### src/rtl/game_pkg.sv
// Shared types and map geometry for the light-cycle game.
// Map tiles, player directions, round results, start cells and the
// heading-update rule used by the move scheduler.
package game_pkg;

    typedef enum logic [1:0] {
        EMPTY   = 2'd0,
        PLAYER1 = 2'd1,
        PLAYER2 = 2'd2
    } tile;

    typedef enum logic [2:0] {
        WAIT  = 3'd0,
        UP    = 3'd1,
        DOWN  = 3'd2,
        LEFT  = 3'd3,
        RIGHT = 3'd4
    } directions;

    typedef enum logic [2:0] {
        IDLE    = 3'd0,
        RUNNING = 3'd1,
        P1_WIN  = 3'd2,
        P2_WIN  = 3'd3,
        DRAW    = 3'd4
    } game_result;

    typedef struct packed {
        logic [7:0] x;
        logic [7:0] y;
    } coord_t;

    // 63 x 48 cells of 16x16 pixels; the odd width keeps the two start
    // columns an even distance apart so head-on meetings are possible.
    localparam int MAP_WIDTH  = 63;
    localparam int MAP_HEIGHT = 48;

    localparam logic [7:0] LAST_X = 8'(MAP_WIDTH - 1);
    localparam logic [7:0] LAST_Y = 8'(MAP_HEIGHT - 1);

    localparam logic [7:0] P1_START_X = 8'd10;
    localparam logic [7:0] P1_START_Y = 8'd18;
    localparam logic [7:0] P2_START_X = 8'(MAP_WIDTH - 11);
    localparam logic [7:0] P2_START_Y = 8'd18;

    // A request is dropped when it is WAIT or would reverse the player onto
    // its own trail; anything else becomes the new heading.
    function automatic directions next_heading(input directions cur, input directions req);
        directions rev;
        case (cur)
            UP:      rev = DOWN;
            DOWN:    rev = UP;
            LEFT:    rev = RIGHT;
            RIGHT:   rev = LEFT;
            default: rev = WAIT;
        endcase
        if (req == WAIT || req == rev) return cur;
        return req;
    endfunction

endpackage

### src/rtl/move_scheduler_next_cell.sv
// next_cell: one step of a head position along a heading.
// Config macro: MOVE_SCHEDULER_WRAP_EN -- edges wrap to the opposite side
// and oob_o is never raised; otherwise stepping off the map flags oob_o.
module next_cell
    import game_pkg::*;
(
    input  coord_t    pos_i,
    input  directions dir_i,
    output coord_t    pos_o,
    output logic      oob_o
);

`ifdef MOVE_SCHEDULER_WRAP_EN
    // Step with wrap-around at every map edge
    always_comb begin
        pos_o = pos_i;
        case (dir_i)
            UP:      pos_o.y = (pos_i.y == 8'd0)   ? LAST_Y : pos_i.y - 8'd1;
            DOWN:    pos_o.y = (pos_i.y == LAST_Y) ? 8'd0   : pos_i.y + 8'd1;
            LEFT:    pos_o.x = (pos_i.x == 8'd0)   ? LAST_X : pos_i.x - 8'd1;
            RIGHT:   pos_o.x = (pos_i.x == LAST_X) ? 8'd0   : pos_i.x + 8'd1;
            default: ;
        endcase
    end

    assign oob_o = 1'b0;
`else
    // Plain 8-bit step; a decrement from 0 lands on 255 and is caught as out of range
    always_comb begin
        pos_o = pos_i;
        case (dir_i)
            UP:      pos_o.y = pos_i.y - 8'd1;
            DOWN:    pos_o.y = pos_i.y + 8'd1;
            LEFT:    pos_o.x = pos_i.x - 8'd1;
            RIGHT:   pos_o.x = pos_i.x + 8'd1;
            default: ;
        endcase
    end

    assign oob_o = (pos_o.x > LAST_X) || (pos_o.y > LAST_Y);
`endif

endmodule

### src/rtl/move_scheduler.sv
// move_scheduler: tick-driven game sequencer and sole writer of the map.
// Clears the map, places both players, then every TICK_DIV cycles reads the
// two next cells, resolves crashes and writes the new trail cells.
// Config macro: MOVE_SCHEDULER_WRAP_EN (edge wrap, handled in next_cell).
module move_scheduler
    import game_pkg::*;
#(
    parameter int TICK_DIV = 6_500_000
) (
    input  logic       clk,
    input  logic       rst,
    input  logic       start,
    input  directions  dir_p1,
    input  directions  dir_p2,
    output logic [7:0] map_rd_x,
    output logic [7:0] map_rd_y,
    input  tile        map_rd_tile,
    output logic       map_wr_en,
    output logic [7:0] map_wr_x,
    output logic [7:0] map_wr_y,
    output tile        map_wr_tile,
    output logic [7:0] p1_x,
    output logic [7:0] p1_y,
    output logic [7:0] p2_x,
    output logic [7:0] p2_y,
    output game_result result,
    output logic       tick
);

    localparam int CNT_W = (TICK_DIV > 1) ? $clog2(TICK_DIV) : 1;
    localparam logic [CNT_W-1:0] CNT_LAST = CNT_W'(TICK_DIV - 1);

    typedef enum logic [3:0] {
        ST_IDLE, ST_CLEAR, ST_PLACE, ST_WAIT_TICK, ST_RD_P1,
        ST_RD_P2, ST_RESOLVE, ST_WR_P1, ST_WR_P2, ST_DONE
    } state_t;

    state_t           state_q, state_d;
    game_result       result_q, result_d;
    coord_t           p1_q, p1_d, p2_q, p2_d;     // current heads
    coord_t           n1_q, n1_d, n2_q, n2_d;     // next cells latched at the tick
    logic             oob1_q, oob1_d, oob2_q, oob2_d;
    directions        hd1_q, hd1_d, hd2_q, hd2_d;
    tile              t1_q, t1_d;                 // p1's next-cell tile
    logic [CNT_W-1:0] cnt_q, cnt_d;
    coord_t           clr_q, clr_d;               // clear sweep cursor
    logic             place_q, place_d;           // 0: placing p1, 1: placing p2

    directions hd1_nx, hd2_nx;
    coord_t    nc1, nc2;
    logic      nc1_oob, nc2_oob;
    logic      same_cell, crash1, crash2;

    assign hd1_nx = next_heading(hd1_q, dir_p1);
    assign hd2_nx = next_heading(hd2_q, dir_p2);

    next_cell u_nc1 (.pos_i(p1_q), .dir_i(hd1_nx), .pos_o(nc1), .oob_o(nc1_oob));
    next_cell u_nc2 (.pos_i(p2_q), .dir_i(hd2_nx), .pos_o(nc2), .oob_o(nc2_oob));

    // p2's tile is used straight off the read port in RESOLVE
    assign same_cell = (n1_q == n2_q);
    assign crash1    = oob1_q || (t1_q != EMPTY) || same_cell;
    assign crash2    = oob2_q || (map_rd_tile != EMPTY) || same_cell;

    assign p1_x   = p1_q.x;
    assign p1_y   = p1_q.y;
    assign p2_x   = p2_q.x;
    assign p2_y   = p2_q.y;
    assign result = result_q;

    // State and datapath registers; reset abandons any sweep or move in flight
    always_ff @(posedge clk) begin
        if (rst) begin
            state_q  <= ST_IDLE;
            result_q <= IDLE;
            p1_q     <= '0;
            p2_q     <= '0;
            n1_q     <= '0;
            n2_q     <= '0;
            oob1_q   <= 1'b0;
            oob2_q   <= 1'b0;
            hd1_q    <= RIGHT;
            hd2_q    <= LEFT;
            t1_q     <= EMPTY;
            cnt_q    <= '0;
            clr_q    <= '0;
            place_q  <= 1'b0;
        end else begin
            state_q  <= state_d;
            result_q <= result_d;
            p1_q     <= p1_d;
            p2_q     <= p2_d;
            n1_q     <= n1_d;
            n2_q     <= n2_d;
            oob1_q   <= oob1_d;
            oob2_q   <= oob2_d;
            hd1_q    <= hd1_d;
            hd2_q    <= hd2_d;
            t1_q     <= t1_d;
            cnt_q    <= cnt_d;
            clr_q    <= clr_d;
            place_q  <= place_d;
        end
    end

    // Next state, datapath updates and map port drive
    always_comb begin
        state_d     = state_q;
        result_d    = result_q;
        p1_d        = p1_q;
        p2_d        = p2_q;
        n1_d        = n1_q;
        n2_d        = n2_q;
        oob1_d      = oob1_q;
        oob2_d      = oob2_q;
        hd1_d       = hd1_q;
        hd2_d       = hd2_q;
        t1_d        = t1_q;
        cnt_d       = '0;           // counter only survives while waiting
        clr_d       = clr_q;
        place_d     = place_q;
        map_rd_x    = '0;
        map_rd_y    = '0;
        map_wr_en   = 1'b0;
        map_wr_x    = '0;
        map_wr_y    = '0;
        map_wr_tile = EMPTY;
        tick        = 1'b0;

        case (state_q)
            ST_IDLE, ST_DONE: begin
                if (start) begin
                    state_d = ST_CLEAR;
                    clr_d   = '0;
                end
            end

            ST_CLEAR: begin
                map_wr_en = 1'b1;
                map_wr_x  = clr_q.x;
                map_wr_y  = clr_q.y;
                if (clr_q.x == LAST_X) begin
                    clr_d.x = '0;
                    if (clr_q.y == LAST_Y) begin
                        clr_d.y = '0;
                        place_d = 1'b0;
                        state_d = ST_PLACE;
                    end else begin
                        clr_d.y = clr_q.y + 8'd1;
                    end
                end else begin
                    clr_d.x = clr_q.x + 8'd1;
                end
            end

            ST_PLACE: begin
                map_wr_en = 1'b1;
                if (!place_q) begin
                    map_wr_x    = P1_START_X;
                    map_wr_y    = P1_START_Y;
                    map_wr_tile = PLAYER1;
                    place_d     = 1'b1;
                end else begin
                    map_wr_x    = P2_START_X;
                    map_wr_y    = P2_START_Y;
                    map_wr_tile = PLAYER2;
                    place_d     = 1'b0;
                    p1_d        = '{x: P1_START_X, y: P1_START_Y};
                    p2_d        = '{x: P2_START_X, y: P2_START_Y};
                    hd1_d       = RIGHT;
                    hd2_d       = LEFT;
                    result_d    = RUNNING;
                    state_d     = ST_WAIT_TICK;
                end
            end

            ST_WAIT_TICK: begin
                if (cnt_q == CNT_LAST) begin
                    hd1_d   = hd1_nx;
                    hd2_d   = hd2_nx;
                    n1_d    = nc1;
                    n2_d    = nc2;
                    oob1_d  = nc1_oob;
                    oob2_d  = nc2_oob;
                    state_d = ST_RD_P1;
                end else begin
                    cnt_d = cnt_q + CNT_W'(1);
                end
            end

            ST_RD_P1: begin
                if (!oob1_q) begin
                    map_rd_x = n1_q.x;
                    map_rd_y = n1_q.y;
                end
                state_d = ST_RD_P2;
            end

            ST_RD_P2: begin
                if (!oob2_q) begin
                    map_rd_x = n2_q.x;
                    map_rd_y = n2_q.y;
                end
                t1_d    = map_rd_tile;
                state_d = ST_RESOLVE;
            end

            ST_RESOLVE: begin
                if (!crash1 && !crash2) begin
                    state_d = ST_WR_P1;
                end else begin
                    if (crash1 && crash2) result_d = DRAW;
                    else if (crash1)      result_d = P2_WIN;
                    else                  result_d = P1_WIN;
                    state_d = ST_DONE;
                end
            end

            ST_WR_P1: begin
                map_wr_en   = 1'b1;
                map_wr_x    = n1_q.x;
                map_wr_y    = n1_q.y;
                map_wr_tile = PLAYER1;
                state_d     = ST_WR_P2;
            end

            ST_WR_P2: begin
                map_wr_en   = 1'b1;
                map_wr_x    = n2_q.x;
                map_wr_y    = n2_q.y;
                map_wr_tile = PLAYER2;
                tick        = 1'b1;
                p1_d        = n1_q;
                p2_d        = n2_q;
                state_d     = ST_WAIT_TICK;
            end

            default: state_d = ST_IDLE;
        endcase
    end

endmodule

### config.mk
export PLATFORM = sky130hd
export DESIGN_NAME = move_scheduler
export DESIGN_NICKNAME = d
export VERILOG_FILES = /design/src/rtl/game_pkg.sv /design/src/rtl/move_scheduler_next_cell.sv /design/src/rtl/move_scheduler.sv
export SDC_FILE = /design/constraint.sdc
export NUM_CORES = 1
export LEC_CHECK = 0
export CORE_UTILIZATION = 55
export CTS_CLUSTER_SIZE = 25
export DETAILED_ROUTE_END_ITERATION = 12
export PLACE_DENSITY = 0.84
export RECOVER_POWER = 25
export SLEW_MARGIN = 5
export SYNTH_ARGS = -nofsm -noshare
export SYNTH_HDL_FRONTEND = slang
export SYNTH_SLANG_ARGS = --single-unit
### constraint.sdc
create_clock -name clk -period 6 [get_ports clk]
set_clock_uncertainty 0.2 [all_clocks]
set_input_delay 1.5 -clock clk [delete_from_list [all_inputs] [get_ports clk]]
set_output_delay 1.5 -clock clk [all_outputs]
set_load 0.005 [all_outputs]
# [After elaboration in Yosys (flattened, before gate mapping)]
# Cells that the tools add are included.
[op_classes] n_addsub=11 multipliers=0 div_mod_pow=0 order_cmp=4 eq_ne=37 shift=0 muxes=56 bitwise=1 reduce_logical=33
[ops] op="$pmux 16 s2" count=3
[ops] op="$pmux 8 s2" count=6
[ops] op="$pmux 8 s4" count=2
[ops] op="$mux 8" count=7
[ops] op="$add 8x1->8 const B" count=6
[ops] op="$mux 16" count=3
[ops] op="$pmux 4 s9" count=1
[ops] op="$mux 3" count=11
[ops] op="$gt 8x6->1 const B" count=4
[ops] op="$sub 8x1->8 const B" count=4
[ops] op="$eq 3x2->1 const B" count=8
[ops] op="$mux 4" count=6
[ops] op="$pmux 3 s4" count=2
[ops] op="$add 23x1->23 const B" count=1
[ops] op="$eq 23x23->1 const B" count=1
[ops] op="$pmux 3 s2" count=3
[ops] op="$eq 16x16->1" count=1
[ops] op="$eq 4x3->1 const B" count=4
[ops] op="$eq 8x6->1 const B" count=2
[ops] op="$reduce_bool 2->1" count=7
[ops] op="$eq 3x1->1 const B" count=4
[ops] op="$eq 3x3->1 const B" count=4
[ops] op="$ne 2x2->1 const B" count=6
[ops] op="$reduce_and 3->1" count=4
[ops] op="other kinds (20)" count=42
[word_totals] register_bits=121 latchBits=0 mem_bits_rw=0 mem_bits_ro=0 inputBits=11 output_inout_bits=71 memories=0

# [Depth between registers and ports, before layout]
[depth] ltp_word=10 depth_mapped=15 depth_no_buf=14

# [Hierarchy]
# From an unflattened synthesis, not the netlist that was laid out.
[hier_totals] cells_unflattened=1004 hier_area_um2=7767.4
[by_module_without_submodules] mod="move_scheduler" n_inst=1 cells_each=729 area_per_inst_um2=5801.8 seq_area_each_um2=2422.3
[by_module_without_submodules] mod="next_cell at u_nc1" n_inst=1 cells_each=141 area_per_inst_um2=991.0 seq_area_each_um2=0.0
[by_module_without_submodules] mod="next_cell at u_nc2" n_inst=1 cells_each=134 area_per_inst_um2=974.7 seq_area_each_um2=0.0

# [Worst setup path after synthesis]
# OpenSTA, ideal clock, no wires.
[synth_path] path_kind="input-to-reg" start="input dir_p2[2]" end="register oob2_q" arrival_ps=4279 setup_slack_ps=1397 cell_stages=13 n_path_buf=1 cell_sequence="buf_4 > o41ai_2 > a211oi_2 > or3_1 > ha_1 > a21oi_1 > a21boi_0 > o21a_1 > o41ai_1 > mux2i_1 > xor2_1 > nor4_1 > a21oi_1"
[synth_between] elab_chain_cells=8 word_cells_on_any_way=14 cone_classes="order compare (2); eq/ne (5); mux (4); reduce/logical (3)"
[synth_lines] item="start: declaration" line="move_scheduler.sv:14" text="input directions dir_p2,"
[synth_lines] item="$eq 3x3->1 or $logic_not 3->1 (tied branches)" line="game_pkg.sv:57" text="if (req == WAIT || req == rev) return cur;"
[synth_lines] item="$logic_or 1x1->1" line="game_pkg.sv:57"
[synth_lines] item="$mux 1" line="game_pkg.sv:57"
[synth_lines] item="$mux 3 (*)" line="game_pkg.sv:58" text="return req;"
[synth_lines] item="$eq 3x3->1, or another cell as far along" line="move_scheduler_next_cell.sv:31" text="case (dir_i)"
[synth_lines] item="$pmux 8 s2" line="move_scheduler_next_cell.sv:31"
[synth_lines] item="$gt 8x6->1" line="move_scheduler_next_cell.sv:40" text="assign oob_o = (pos_o.x > LAST_X) || (pos_o.y > LAST_Y);"
[synth_lines] item="$logic_or 1x1->1 (*)" line="move_scheduler_next_cell.sv:40"
[synth_lines] item="end signal: assignment" line="move_scheduler.sv:96" text="oob2_q <= oob2_d;"
[synth_lines] item="end: declaration" line="move_scheduler.sv:42" text="logic oob1_q, oob1_d, oob2_q, oob2_d;"
# Mark *: on every way between the ends. The rest lies on a longest branch, timed or not.
# A chain may end at the register's enable or synchronous reset.

# [Worst setup path after layout]
# Same ends and word-level chain as after synthesis.

==> summary.txt <==
Status
  – Status: complete, but fails checks
  – Failing checks: max-capacitance violations, max-slew violations

Timing
  – RSZ-0062 raised after global routing: false
  – Tightest Pin Transition: 3.934 ns
  – Crit share post-route: 84.82%
  – Final hold violations: 0
  – Setup TNS: 0 ns
  – Max-slew violations: 87
  – Slew margin rel.: -162.3%
  – Setup violators final: 0
  – Fmax: approximately 200 MHz
  – Final min period: just over 5 ns

Placed design
  – PortBufs: between 80 and 90
  – GPL Wtd Cong: about 0.9
  – Detailed placement HPWL: 13.79 mm
  – Area of placed instances: 8267 sq um

Floorplan
  – IO Count: between 80 and 90
  – Die H: 118.1 um
  – FP Rows: 42
  – Core region area: ~13000 sq um
  – Die area: about 14000 sq um
  – Die width: ~120 um
  – Initial Utilization: between 50% and 60%

Worst setup path
  – R2R cell count: 13
  – RR Endpoint: oob2_q$_SDFFE_PP0P_
  – CP Cell Sequence: clkdlybuf4s50_1 > inv_1 > o21ai_0 > a221oi_2 > or3_1 > ha_1 > a21oi_1 > a21boi_0 > o21a_1 > o41ai_1 > mux2i_1 > xor2_1 > nor4_1 > a21oi_1
  – Delay-heaviest family, CP: compound AO/OA/AOI/OAI gates
  – Critical Path AT: around 5.2 ns
  – Critical path type: in -> reg
  – CP Capture Type: register
  – Worst R2R Start: hd2_q[2]$_SDFFE_PP0P_
  – Critical Path Max Stage Delay: roughly 0.7 ns
  – Crit path buffers/inverters: 2
  – Crit path launch type: input port
  – Worst EP required: around 6.1 ns
  – Flop2flop setup slack: between 2 and 2.5 ns
  – Crit. Startpoint: dir_p2[2]
  – Most frequent CP cell: a21oi_1
  – Critical path fanouts, max: 11
  – Slowest-stage cell, CP: clkdlybuf4s50_1

Drt
  – Antenna Violating Nets Remaining: 0
  – DRC Markers: 0
  – M1 WL: 8.684 mm
  – Met2 WL: roughly 9.1 mm
  – Highest metal used: met4
  – Vias per cell: 6.101
  – Wire length per cell: between 15 and 20 um
  – Met3 Wirelength: around 1.5 mm
  – Drt total wl: about 20 mm
  – DR iter-0 viols: between 700 and 800
  – Vias: 7120
  – Router iterations before antenna repair: 8

Power
  – P_sw: roughly 740 uW
  – Internal power: approximately 1.6 mW
  – Peak VDD IR: around 0.29 mV
  – Power share of the combinational group: between 20% and 30%
  – Pwr/cell area: roughly 260 nW/um^2
  – Switching portion of total power: about 32%
  – Clk pwr share: 39.9%
  – Flop pwr share: a little under two fifths
  – Static Leak: 3.276 nW

Clock tree
  – Clock-pin slew on the worst setup and hold paths: 0.06 ns
  – Clk_lat worst skew: between 0.4 and 0.5 ns
  – CTS Hold Buffers Added: 0
  – CTS root buf: clkbuf_16
  – CTS tree: built
  – Cts repair resizes: 0
  – CTS sink count: 121
  – Setup bufs post-CTS: 0
  – H-Tree Level Count: 4
  – CTS buffer count: 17
  – Worst-case clock buffer depth: 2

Synth
  – Syn nets: 967
  – Top-count cell post-synth: dfxtp_1
  – Yosys cell types: 76
  – Leading area contributor after synthesis: dfxtp_1
  – Ys flop type: dfxtp_1
  – Async SR Flop Fraction: 0%
  – Synth Cell Area: approximately 7400 sq um
  – Post-synth EDFFs: 0
  – Post-synthesis area per instance: 8.033 sq um
  – Yosys top cell area share: around a third
  – Synthesized flop and latch total: between 100 and 150
  – Synth Warn #: 0
  – Mapped Cells: around 920
  – Synth cell count leaders: dfxtp_1 (121), nor2_1 (117), nand2_1 (80)
  – Seq/Total Area, Yosys: 32.67%
  – Synth area leaders: dfxtp_1 (33%), nor2_1 (5.9%), xor2_1 (5.2%)

GRT
  – GRT overflow: 0
  – First-pass GRT wire length: 32.37 mm
  – Initial antenna violation count: 0
  – Maximum number of pins on one net before global-route repair: between 80 and 90
  – Gr usage total: 28.96%
  – Vias in the first global route: 6423

Min path
  – Hold crit path type: reg -> reg
  – Min-delay src: cnt_q[0]$_SDFF_PP0_
  – Hold path cells: 1
  – Hold EP: cnt_q[0]$_SDFF_PP0_

Final layout
  – Antenna cells: 0
  – Fin nets: 1022
  – Fillers: between 1000 and 1500
  – Layout cells sized above 1: ~6.4%
  – Area taken by flip-flops and latches: 2422 sq um
  – Layout area overhead: 18.51%
  – Footprint of the multi-input gates: between 4000 and 5000 sq um
  – Design Area, Final: roughly 9000 sq um

Flow run
  – Max cap viols: 1
## logic make-up after synthesis
kind of cell               Yosys count  share of synthesized area (%)
AOI/OAI and AO/OA                  246                          22.51
xor gates and xnor gates            68                          8.032
adders and majority gates           33                          5.974
buffers and inverters               91                          5.450
DFF                                121                          32.67
muxes                               19                          2.599
and+or+nand+nor                    345                          22.76
## per-stage QoR
step	instances	power [mW]	setup slack, ns	hold slack (ns)	util [%]
CTS	1167	2.291	0.9202	0.2667	66.69
detailed placement	1135	1.383	0.4527	0.2506	62.67
finish	1167	2.300	0.9111	0.2683	66.62
floorplan	923	1.229	1.397	0.2258	-
global placement	1135	1.374	0.5830	0.2425	62.67
global route	1167	2.396	0.5760	0.2933	66.62
## layout make-up
type	instances	area share, %
clock inverters	15	1.182
clock buffers	17	4.841
repair buffers	91	9.925
multi-input cells	711	52.44
inverters	36	1.538
well taps	176	2.506
flip-flops and latches	121	27.57
## per-layer routing
metal / up-vias / track usage (%)
met1: 3332 / 38.96
met4: 0 / 12.42
met3: 51 / 6.444
met2: 304 / 44.49
met5: - / 0
li1: 3433 / -
## placed cells by master, fill, tap and decap left out, types with 8 or more instances in the layout
cell type	synthesis	layout
clkdlybuf4s50_1	0	80
nand4_1	11	11
a222oi_1	9	9
xnor2_1	24	24
nor4_1	11	9
a22oi_1	18	18
a211oi_1	23	23
buf_4	1	8
nor2_1	117	117
nand2_1	80	80
nand3_1	39	39
ha_1	29	29
a22o_1	16	16
xor2_1	44	44
nor2b_1	11	10
a21o_1	9	9
o21ai_0	43	43
a21oi_1	72	72
inv_1	35	35
mux2i_1	17	17
dfxtp_1	121	121
nand2b_1	9	9
nor3_1	19	19
clkbuf_16	0	17
## how the worst max path moves through the flow
stage	to	slack, ns	cells after the start
floorplan	oob2_q$_SDFFE_PP0P_	1.40	13
global placement	oob2_q$_SDFFE_PP0P_	0.58	14
detailed placement	oob2_q$_SDFFE_PP0P_	0.45	14
CTS	oob2_q$_SDFFE_PP0P_	0.92	14
global route	oob2_q$_SDFFE_PP0P_	0.58	14
finish	oob2_q$_SDFFE_PP0P_	0.91	14
## flip-flops by register name, indices dropped and copies added, names as in the netlist
name	flops
p2_y	8
n2_q	16
p2_x	8
clr_q	16
hd1_q	3
t1_q	2
hd2_q	3
oob2_q	1
oob1_q	1
state_q	4
n1_q	16
p1_y	8
result	3
cnt_q	23
p1_x	8
place_q	1
## power groups by stage
stage	clock (mW)	sequential, mW	combinational, mW
2_1_floorplan	0	0.868	0.361
3_3_place_gp	0	0.895	0.479
3_5_place_dp	0	0.896	0.487
4_1_cts	0.919	0.879	0.493
5_1_grt	0.965	0.886	0.546
6_report	0.919	0.882	0.499
Note: power is estimated with default switching activity, not from simulation.
